==> config.mk <==
export PLATFORM = sky130hd
export DESIGN_NAME = stopwatch_counter
export DESIGN_NICKNAME = d
export VERILOG_FILES = /design/src/rtl/stopwatch_counter.sv
export SDC_FILE = /design/constraint.sdc
export NUM_CORES = 1
export LEC_CHECK = 0
export ABC_AREA = 0
export BUFFER_PORTS_ARGS = -buffer_cell sky130_fd_sc_hd__buf_2
export CAP_MARGIN = 10
export CELL_PAD_IN_SITES_DETAIL_PLACEMENT = 0
export CELL_PAD_IN_SITES_GLOBAL_PLACEMENT = 1
export CORE_ASPECT_RATIO = 0.8
export CORE_MARGIN = 5
export CORE_UTILIZATION = 45
export DETAILED_ROUTE_END_ITERATION = 10
export MAX_ROUTING_LAYER = met4
export PLACE_DENSITY_LB_ADDON = 0.3
export REMOVE_ABC_BUFFERS = 1
export SYNTH_ARGS = -nofsm -noshare
export SYNTH_HDL_FRONTEND = slang
export SYNTH_SLANG_ARGS = --single-unit
==> constraint.sdc <==
create_clock -name clk -period 5.33 [get_ports clk]
set_input_delay 1.066 -clock clk [delete_from_list [all_inputs] [get_ports clk]]
set_output_delay 1.066 -clock clk [all_outputs]
set_load 0.01 [all_outputs]
==> src/rtl/stopwatch_counter.sv <==
`default_nettype none
// ============================================================================
// Module  : stopwatch_counter
// Brief   : Millisecond stopwatch with run/pause FSM, lap freeze and sticky
//           overflow; count feeds an external ms/s/min/hr converter.
// Revision: 1.0 - initial release
// ============================================================================
module stopwatch_counter #(
  parameter int BITS       = 29,
  parameter int CLK_PER_MS = 1000,
  parameter int MAX_MS     = 360000000
) (
  input  logic            clk,
  input  logic            reset,
  input  logic            start_stop,
  input  logic            clear,
  input  logic            lap,
  output logic [BITS-1:0] count,
  output logic            running,
  output logic            lap_active,
  output logic            overflow
);

  localparam int              c_PW       = (CLK_PER_MS > 1) ? $clog2(CLK_PER_MS) : 1;
  localparam logic [c_PW-1:0] c_PRE_LAST = c_PW'(CLK_PER_MS - 1);
  localparam logic [BITS-1:0] c_MS_LAST  = BITS'(MAX_MS - 1);

  typedef enum logic [1:0] {
    IDLE  = 2'd0,
    RUN   = 2'd1,
    PAUSE = 2'd2
  } state_t;

  state_t          state_q, state_d;
  logic [c_PW-1:0] pre_q,   pre_d;
  logic [BITS-1:0] ms_q,    ms_d;
  logic [BITS-1:0] lap_q,   lap_d;
  logic            lap_act_q, lap_act_d;
  logic            ovf_q,   ovf_d;

  always_ff @(posedge clk or posedge reset) begin
    if (reset) begin
      state_q   <= IDLE;
      pre_q     <= '0;
      ms_q      <= '0;
      lap_q     <= '0;
      lap_act_q <= 1'b0;
      ovf_q     <= 1'b0;
    end else begin
      state_q   <= state_d;
      pre_q     <= pre_d;
      ms_q      <= ms_d;
      lap_q     <= lap_d;
      lap_act_q <= lap_act_d;
      ovf_q     <= ovf_d;
    end
  end

  always_comb begin
    state_d   = state_q;
    pre_d     = pre_q;
    ms_d      = ms_q;
    lap_d     = lap_q;
    lap_act_d = lap_act_q;
    ovf_d     = ovf_q;

    case (state_q)
      IDLE:    if (start_stop) state_d = RUN;
      RUN:     if (start_stop) state_d = PAUSE;
      PAUSE:   if (start_stop) state_d = RUN;
      default: state_d = IDLE;
    endcase

    // Prescaler only advances in RUN, so a pause keeps the partial millisecond.
    if (state_q == RUN) begin
      if (pre_q == c_PRE_LAST) begin
        pre_d = '0;
        if (ms_q == c_MS_LAST) begin
          ms_d  = '0;
          ovf_d = 1'b1;
        end else begin
          ms_d = ms_q + BITS'(1);
        end
      end else begin
        pre_d = pre_q + c_PW'(1);
      end
    end

    if (lap) begin
      if (lap_act_q) begin
        lap_act_d = 1'b0;
      end else if (state_q == RUN) begin
        lap_d     = ms_q;
        lap_act_d = 1'b1;
      end
    end

    // Clear outranks start_stop and lap everywhere except RUN, where it is dropped.
    if (clear && (state_q != RUN)) begin
      state_d   = IDLE;
      pre_d     = '0;
      ms_d      = '0;
      lap_d     = '0;
      lap_act_d = 1'b0;
      ovf_d     = 1'b0;
    end
  end

  assign count      = lap_act_q ? lap_q : ms_q;
  assign running    = (state_q == RUN);
  assign lap_active = lap_act_q;
  assign overflow   = ovf_q;

endmodule
`default_nettype wire
==> run_results.csv <==
group,metric,value,unit
run_status,status,"completed",
synthesis,ys_ff_latch,72,
finish,drive_gt1_frac,0.2571,
power_and_ir_drop,switching_share,0.2667,
finish,regArea,1802,sq um
synthesis,synthDistinctLibCells,53,
synthesis,async_flop_share,1.000,
critical_path,crit_type,"reg -> out",
placement,place.gp.congestion,0.9269,
finish,final_common_cell,"dfrtp_1",
run,maxCapViolations,0,
synthesis,ys_warn_count,0,
placement,portBuffers,36,
sta,max-slew-margin-rel,0.4677,
finish,fill_cells,761,
power_and_ir_drop,p_total,1.031,mW
clock_tree,cts_buffers,9,
floorplanning,fp-row-count,29,
clock_tree,cts_tree,"built",
sta,max_freq,326.1,MHz
global_route,grt_use_met3,0.04342,
finish,nets,387,
sta,setup_ws,2.264,ns
floorplanning,io_pins,37,
synthesis,synth_ff_type,"dfrtp_1",
synthesis,netlist_area,3774,sq um
drt,dr.first_iter.drc_count,137,
sta,tightest_slew,0.7973,ns
power_and_ir_drop,netSwitchingPower,275.1,uW
placement,hpwl,5717,um
drt,viasPerCell,5.661,
clock_tree,cts_resized,0,
floorplanning,dieArea,10330,sq um
placement,post-place-cells,477,
hold_path,min_path_type,"reg -> reg",
drt,wl,8532,um
floorplanning,dieHeight,91.91,um
sta,grt_setup_unrepaired,"no",
synthesis,avgSynthCellArea,10.69,sq um
critical_path,reg2reg_depth,6,
drt,firstDrtPassIters,4,
global_route,grt-busiest-layer,"met1",
critical_path,crit_required,4.26,ns
critical_path,worstPathArrival,2.00,ns
critical_path,crit_path_start_kind,"flop",
clock_tree,clk-insertion-delay-late,0.35,ns
finish,multiInputGateArea,1832,sq um
critical_path,r2r_slack,2.78,ns
drt,ant_nets,0,
finish,fin_area,4163,sq um
power_and_ir_drop,peakVddDrop,0.0001327,V
critical_path,cp-startpoint,"lap_active$_DFFE_PP0N_",
global_route,grt_start_max_net_pins,40,
finish,final_util,0.5168,
finish,stdcell_count,493,
power_and_ir_drop,combPwrFrac,0.088,
finish,final_cell_mix,"72 x dfrtp_1, 36 x buf_2, 30 x a22o_1, 28 x mux2_2",
sta,skew,0.007995,ns
finish,num_antenna_cells,0,
placement,dpl_cell_area,3998,sq um
synthesis,synth_edf_count,0,
global_route,grt_use_met2,0.2495,
power_and_ir_drop,power.density,247.8,nW/um^2
placement,preCtsSetupSlack,2.465,ns
power_and_ir_drop,p_leak,1.919,nW
power_and_ir_drop,p_clk_frac,0.366,
synthesis,synthCells,353,
sta,hold_viol,0,
finish,syn_to_final_growth,10.31,%
drt,num_vias,2791,
power_and_ir_drop,intPower,756.3,uW
sta,final_max_slew_viol_count,0,
floorplanning,coreArea,8055,sq um
floorplanning,start_util,0.4685,
global_route,grt_overflow,0,
critical_path,critPathCapture,"count[2]",
global_route,antenna_found_initial,0,
sta,hold_ws,0.4829,ns
clock_tree,cts.htree.levels,3,
clock_tree,cts.sinks,72,
sta,finalSetupViolCount,0,
drt,drt_drc_violations_left,0,
clock_tree,cts_hold_buf,0,
power_and_ir_drop,p_seq_frac,0.546,
drt,detail_route.wl_per_cell,17.31,um
global_route,grt_util_met1,0.2638,
sta,period_needed,3.066,ns
global_route,track_usage,0.1814,
clock_tree,clkTransAtPathRegs,0.07,ns
clock_tree,root_buffer,"clkbuf_8",
floorplanning,dieWidth,112.4,um
global_route,grt_pass1_wl,14810,um
sta,fin_crit_sh,0.5753,
sta,tns,0,ns
critical_path,worstPathMaxFanout,20,
clock_tree,post-cts-setup-buffer-count,0,
synthesis,seq_area_frac_synth,0.4775,
global_route,grt_pass1_vias,2797,
critical_path,cp-end-kind,"output pin",
critical_path,r2r_end,"ms_q[22]$_DFFE_PP0P_",
critical_path,r2r-start,"pre_q[1]$_DFFE_PP0P_",
clock_tree,clockBufferDepth,2,
## critical path, cell delays in order (launching register included)
cell and delay [ns]:
dfrtp_1 0.74, buf_4 0.40, mux2_2 0.38, buf_2 0.14
## final cells by class
type	count	share of cell area
Clock buffer	12	0.03487
Clock inverter	4	0.004809
Inverter	5	0.004509
Multi-Input combinational cell	252	0.4400
Sequential cell	72	0.4328
Tap cell	108	0.03246
Timing Repair Buffer	40	0.05050
## logic make-up after synthesis
logic type,count (synthesis),synth area share
fa+ha+maj,2,0.006630
xor+xnor,24,0.05570
compound gates,81,0.1655
simple gates,117,0.1727
flops,72,0.4775
buf+inv,29,0.03846
mux,28,0.08355
## how the worst min path moves through the flow
stage | endpoint | start | slack, ns | cells past startpoint
detailed placement | pre_q[8]$_DFFE_PP0P_ | pre_q[8]$_DFFE_PP0P_ | 0.47 | 1
CTS | pre_q[8]$_DFFE_PP0P_ | pre_q[8]$_DFFE_PP0P_ | 0.48 | 1
global route | lap_q[11]$_DFFE_PP0P_ | lap_q[11]$_DFFE_PP0P_ | 0.51 | 1
floorplan | pre_q[8]$_DFFE_PP0P_ | pre_q[8]$_DFFE_PP0P_ | 0.44 | 1
finish | pre_q[8]$_DFFE_PP0P_ | pre_q[8]$_DFFE_PP0P_ | 0.48 | 1
global placement | overflow$_DFFE_PP0P_ | overflow$_DFFE_PP0P_ | 0.47 | 1
## metal layers
metal	wire, um	vias to the layer above
met5	0	-
met4	99	0
met3	408	11
met2	3591	60
met1	4433	1373
li1	-	1347
## cells in the mapped netlist, types with 2 or more instances
cell type	n	area (sq um)
dfrtp_1	72	1802
a22o_1	30	262.8
mux2_2	28	315.3
nor2_1	27	101.4
nand2_1	25	93.84
a21oi_1	13	65.06
xnor2_1	13	113.9
o21ai_0	12	60.06
clkbuf_1	11	41.29
xor2_1	11	96.34
nand3_1	10	50.05
nand4_1	8	50.05
buf_2	7	35.03
and4_1	6	52.55
and2_1	5	31.28
and3_1	5	31.28
o31ai_1	5	37.54
or3_1	5	31.28
a2111oi_0	4	35.03
inv_1	4	15.01
nor2_2	4	25.02
or4_1	4	30.03
a21o_1	3	22.52
buf_6	3	33.78
o211ai_1	3	22.52
a211oi_1	2	15.01
ha_1	2	25.02
nand2b_1	2	12.51
nand4_2	2	25.02
nor3_1	2	10.01
nor4_1	2	12.51
o2111ai_1	2	17.52
## power by group through the flow
stage               clock, mW  combinational, mW  sequential, mW
floorplan                   0             0.0556           0.575
global placement            0             0.0914           0.573
detailed placement          0             0.0926           0.573
CTS                     0.389             0.0929           0.563
global route            0.417              0.101           0.564
finish                  0.378             0.0904           0.563
## state kept, by name, indices dropped and copies added (netlist names)
register,count
lap_q,29
ms_q,29
pre_q,10
state_q,2
lap_active,1
overflow,1
No activity file was read; power rests on OpenSTA's default activity.
